==> src/rtl/pc_redirect_unit_pkg.sv <==
// Shared definitions for the PC redirect unit.
//   state_t    : FSM encoding (RUN / HALT)
//   PC_STEP    : sequential fetch increment
//   ALIGN_MASK : low address bits that must be zero for a legal target
//   is_misaligned() : alignment test applied to branch and jump targets
package pc_redirect_unit_pkg;

    typedef enum logic {
        ST_RUN  = 1'b0,
        ST_HALT = 1'b1
    } state_t;

    localparam logic [31:0] PC_STEP    = 32'd4;
    localparam logic [1:0]  ALIGN_MASK = 2'b11;

    function automatic logic is_misaligned(input logic [31:0] addr);
        return (addr[1:0] & ALIGN_MASK) != 2'b00;
    endfunction

endpackage

==> src/rtl/pc_redirect_unit_sat_counter.sv <==
// Saturating up-counter with asynchronous active-low clear.
//   clk, rst_n : clock, async active-low clear
//   inc        : add one this cycle (ignored once the count is all-ones)
//   count      : current value, holds at all-ones instead of wrapping
module pc_redirect_unit_sat_counter #(
    parameter int W = 16
) (
    input  logic         clk,
    input  logic         rst_n,
    input  logic         inc,
    output logic [W-1:0] count
);

    always_ff @(posedge clk or negedge rst_n) begin
        if (!rst_n) begin
            count <= '0;
        end else if (inc && (count != {W{1'b1}})) begin
            count <= count + W'(1);
        end
    end

endmodule

==> src/rtl/pc_redirect_unit.sv <==
// PC redirect unit: owns the fetch PC and the IF/ID and ID/EXE flush lines.
// Build option: DELAY_SLOT_EN -- MIPS branch delay slot (taken branch flushes
// IF/ID only, jump flushes nothing).
//
// Ports:
//   clk, rst_n          clock, asynchronous active-low reset
//   in_stall            hazard hold of PC and IF/ID
//   in_branch_taken     EXE branch resolved taken, target in in_branch_address
//   in_jump             ID jump decoded, target in in_jump_address
//   out_PC, out_PC_4    current fetch address and its +4
//   out_flush_IF_ID     clear IF/ID at next edge (combinational)
//   out_flush_ID_EXE    clear ID/EXE at next edge (combinational)
//   out_trap            misaligned-target trap, sticky until reset
//   out_branch_count    accepted aligned taken branches (saturating)
//   out_flush_count     RUN cycles with any flush high (saturating)
//   dbg_state           FSM state (0 = RUN, 1 = HALT)
//
// Request protocol: all requests are level signals sampled at every rising
// edge; there is no acknowledge. A request not honoured in a cycle (a jump
// under stall or under an older branch) must be re-presented by its source.
module pc_redirect_unit
    import pc_redirect_unit_pkg::*;
#(
    parameter logic [31:0] RESET_PC = 32'h0000_0000,
    parameter int          CNT_W    = 16
) (
    input  logic             clk,
    input  logic             rst_n,
    input  logic             in_stall,
    input  logic             in_branch_taken,
    input  logic [31:0]      in_branch_address,
    input  logic             in_jump,
    input  logic [31:0]      in_jump_address,
    output logic [31:0]      out_PC,
    output logic [31:0]      out_PC_4,
    output logic             out_flush_IF_ID,
    output logic             out_flush_ID_EXE,
    output logic             out_trap,
    output logic [CNT_W-1:0] out_branch_count,
    output logic [CNT_W-1:0] out_flush_count,
    output logic             dbg_state
);

`ifdef DELAY_SLOT_EN
    localparam logic DELAY_SLOT = 1'b1;
`else
    localparam logic DELAY_SLOT = 1'b0;
`endif

    state_t      state_q, state_d;
    logic [31:0] pc_q, pc_d;
    logic        branch_ok;
    logic        jump_ok;
    logic        branch_accept;

    assign branch_ok = in_branch_taken && !is_misaligned(in_branch_address);
    // A jump only counts when no branch is older and the hazard unit is not holding.
    assign jump_ok   = !in_branch_taken && !in_stall && in_jump
                       && !is_misaligned(in_jump_address);

    // State and PC register
    always_ff @(posedge clk or negedge rst_n) begin
        if (!rst_n) begin
            state_q <= ST_RUN;
            pc_q    <= RESET_PC;
        end else begin
            state_q <= state_d;
            pc_q    <= pc_d;
        end
    end

    // Next state / next PC
    always_comb begin
        state_d       = state_q;
        pc_d          = pc_q;
        branch_accept = 1'b0;
        case (state_q)
            ST_RUN: begin
                if (in_branch_taken) begin
                    if (branch_ok) begin
                        pc_d          = in_branch_address;
                        branch_accept = 1'b1;
                    end else begin
                        state_d = ST_HALT;
                    end
                end else if (in_stall) begin
                    pc_d = pc_q;
                end else if (in_jump) begin
                    if (jump_ok) begin
                        pc_d = in_jump_address;
                    end else begin
                        state_d = ST_HALT;
                    end
                end else begin
                    pc_d = pc_q + PC_STEP;
                end
            end
            ST_HALT: begin
                pc_d = pc_q;
            end
            default: begin
                state_d = ST_HALT;
            end
        endcase
    end

    // Outputs: flushes follow the redirect in the same cycle; HALT holds
    // both flushes so nothing behind the faulting instruction advances.
    always_comb begin
        out_flush_IF_ID  = 1'b0;
        out_flush_ID_EXE = 1'b0;
        out_trap         = 1'b0;
        if (rst_n) begin
            case (state_q)
                ST_RUN: begin
                    if (branch_ok) begin
                        out_flush_IF_ID  = 1'b1;
                        out_flush_ID_EXE = !DELAY_SLOT;
                    end else if (jump_ok) begin
                        out_flush_IF_ID  = !DELAY_SLOT;
                    end
                end
                ST_HALT: begin
                    out_flush_IF_ID  = 1'b1;
                    out_flush_ID_EXE = 1'b1;
                    out_trap         = 1'b1;
                end
                default: begin
                    out_trap = 1'b1;
                end
            endcase
        end
    end

    assign out_PC    = pc_q;
    assign out_PC_4  = pc_q + PC_STEP;
    assign dbg_state = state_q;

    pc_redirect_unit_sat_counter #(.W(CNT_W)) u_branch_cnt (
        .clk   (clk),
        .rst_n (rst_n),
        .inc   (branch_accept),
        .count (out_branch_count)
    );

    pc_redirect_unit_sat_counter #(.W(CNT_W)) u_flush_cnt (
        .clk   (clk),
        .rst_n (rst_n),
        .inc   ((state_q == ST_RUN) && (out_flush_IF_ID || out_flush_ID_EXE)),
        .count (out_flush_count)
    );

endmodule
==> config.mk <==
export PLATFORM = sky130hd
export DESIGN_NAME = pc_redirect_unit
export DESIGN_NICKNAME = d
export VERILOG_FILES = /design/src/rtl/pc_redirect_unit_pkg.sv /design/src/rtl/pc_redirect_unit_sat_counter.sv /design/src/rtl/pc_redirect_unit.sv
export SDC_FILE = /design/constraint.sdc
export NUM_CORES = 1
export LEC_CHECK = 0
export CAP_MARGIN = 20
export CORE_ASPECT_RATIO = 0.8
export CORE_MARGIN = 3
export CORE_UTILIZATION = 50
export DETAILED_ROUTE_END_ITERATION = 10
export DONT_BUFFER_PORTS = 1
export SLEW_MARGIN = 0
export SYNTH_ARGS = -nofsm -noshare
export SYNTH_HDL_FRONTEND = slang
export SYNTH_SLANG_ARGS = --single-unit
==> constraint.sdc <==
create_clock -name clk -period 6.2 [get_ports clk]
set_input_delay 0.93 -clock clk [delete_from_list [all_inputs] [get_ports clk]]
set_output_delay 0.93 -clock clk [all_outputs]
set_load 0.05 [all_outputs]
==> results.tsv <==
metric	value	unit
outcome	finished clean	
synth_edf_count	0	
drt-pass1-iter-count	5	
clock-sinks	65	
grt_usage	24.22	%
setup_viol	0	
grt_remaining_overflow	0	
core	7672	um2
cts_resized	0	
cts_root_buf	clkbuf_8	
grt_antenna_before_repair	0	
gp_congestion	0.8650	
rsz0062_at_grt	no	
drcViolationCount	0	
layout-drive-gt1-share	6.972	%
ys_ff_latch	65	
synth_largest_area_cell	dfrtp_1	
grt_use_met1	33.02	%
powerDensity	189.0	nW/um2
slew_headroom	21.11	%
cts_tree	yes	
fill_cells	712	
multi_input_area	2318	um2
chipHeight	87.01	um
synthArstFlopShare	100.0	%
clk_pin_slew	0.07	ns
clockBufferDepth	2	
synth_cell_types	50	
vias	3558	
stdcell_area	4390	um2
ff_latch_area	1627	um2
dieArea	9332	um2
drv_cap	0	
initial_core_util	53.46	%
holdBufCountCts	0	
fin_worst_skew	0.008607	ns
drv_slew	0	
routed_via_density	6.309	
finalCritPeriodShare	71.91	%
cp-end-kind	output port	
first_global_vias	3376	
synth_area_leaders	dfrtp_1, xnor2_1, xor2_1, o21ai_0, a21oi_1	
crit_arrival	3.53	ns
use_met2	36.46	%
syn_avg_cell_area	8.820	um2
diodes	0	
clk_latency	0.34	ns
die_w	107.3	um
tightest_slew	1.175	ns
min_period	4.459	ns
synth.net_count	537	
grt_pass1_wl	17830	um
ir_drop	0.0001264	V
ant_nets	0	
setup.worst_path.class	reg2out	
dp.cells	545	
setup_slack	1.741	ns
area_delta_synth_final	7.047	%
cp_data_required_time	5.27	ns
leakage	1.869	nW
yosysWarnings	0	
place_ws	2.084	ns
setup-tns-final	0	ns
post-cts-setup-buffers	0	
finalHoldViolCount	0	
hold_path.class	in2async	
syn_inst	465	
max_freq	0.2243	GHz
start_kind	register	
place_hpwl	8045	um
numCtsBuffers	9	
row_count	28	
placed_area	4155	um2
synth_area	4101	um2
avgRoutedWirePerCell	20.54	um
nNetsFinal	526	
cts_max_level	3	
yosysSeqAreaShare	39.66	%
crit_path_max_fanout	6	
ioPinCount	169	
globalRoute.busiestLayer	met2	
fin_cells	564	
synth-main-ff-cell	dfrtp_1	
wl	11590	um
gr-usage-met3	9.414	%
netlist.area_leader.share	39.66	%
numPortBuffers	0	
grt_max_degree	69	
first_iter_violations	263	
-- cells by family after synthesis --
family          count (synthesis)  share of synthesized area [%]
simple gates                  173                          22.21
compound gates                122                          19.98
fa+ha+maj                       3                         0.9153
buf+inv                        43                          4.301
mux                             7                          1.830
xor+xnor                       52                          11.10
flops                          65                          39.66
-- synth_stat cells (5+ instances only) --
library cell / n
a22oi_1: 6
nor2_1: 35
dfrtp_1: 65
o21ai_0: 30
xnor2_1: 32
a222oi_1: 6
nor3_1: 17
nand3_1: 25
o2bb2ai_1: 12
clkbuf_1: 21
o22ai_1: 5
a21oi_1: 27
a22o_1: 8
xor2_1: 20
and3_1: 17
inv_1: 15
nand4_1: 20
nand2_1: 30
-- worst max-delay path, stage by stage (launching register included) --
cell     delay [ns]
dfrtp_1        0.75
ha_1           0.35
nand2_1        0.12
nor4_1         0.77
nand3_1        0.27
xnor2_1        0.93
-- report_power, final --
part / switching, W / internal, W
Sequential: 0.00000508 / 0.000425
Clock: 0.000165 / 0.000195
Combinational: 0.0000240 / 0.0000153
-- routing by layer --
layer / wire length (um) / vias to the layer above
met4: 117 / 0
met2: 5353 / 144
met5: 0 / -
li1: - / 1693
met3: 1158 / 13
met1: 4958 / 1708
-- path summary, 6_finish.rpt --
path	startpoint	endpoint	slack [ns]	depth (start not counted)
hold / removal	rst_n	out_PC[18]	0.28	0
setup reg to reg	out_PC[9]	out_PC[31]	3.38	5
hold reg to reg	out_PC[3]	out_PC[3]	0.85	2
setup / recovery	out_PC[2]	out_PC_4[22]	1.74	5
max in group asynchronous	rst_n	dbg_state	5.82	0
min in group clk	in_branch_taken	out_PC[8]	0.70	1
-- through the flow --
stage,total power [W],hold WS (ns),util (%)
2_1_floorplan,0.0004734,0.6344,-
3_3_place_gp,0.0004763,0.6359,54.06
3_5_place_dp,0.0004771,0.6362,54.16
4_1_cts,0.0008412,0.2609,56.72
6_report,0.0008299,0.2756,57.22
5_1_grt,0.0008637,0.2559,57.22
-- flip-flops by register name, summed over array words and instances (netlist names) --
register            count
dbg_state               1
out_PC                 32
u_branch_cnt.count     16
u_flush_cnt.count      16
-- area by class of cell --
class / instances / share of cell area (%)
timing repair buffer: 6 / 1.396
clock inverter: 5 / 1.254
tap: 105 / 2.992
multi-input combinational: 357 / 52.81
sequential: 65 / 37.05
inverter: 15 / 1.282
clock buffer: 11 / 3.220
-- placed cells by master, fill, tap and decap left out, types with 12 or more instances in the layout --
cell	count
nand4_1	20
nand2_1	30
nand3_1	25
nor3_1	17
xnor2_1	32
dfrtp_1	65
o2bb2ai_1	12
nor2_1	35
and3_1	17
a21oi_1	27
o21ai_0	30
xor2_1	20
inv_1	15
No activity file was read; power rests on OpenSTA's default activity.
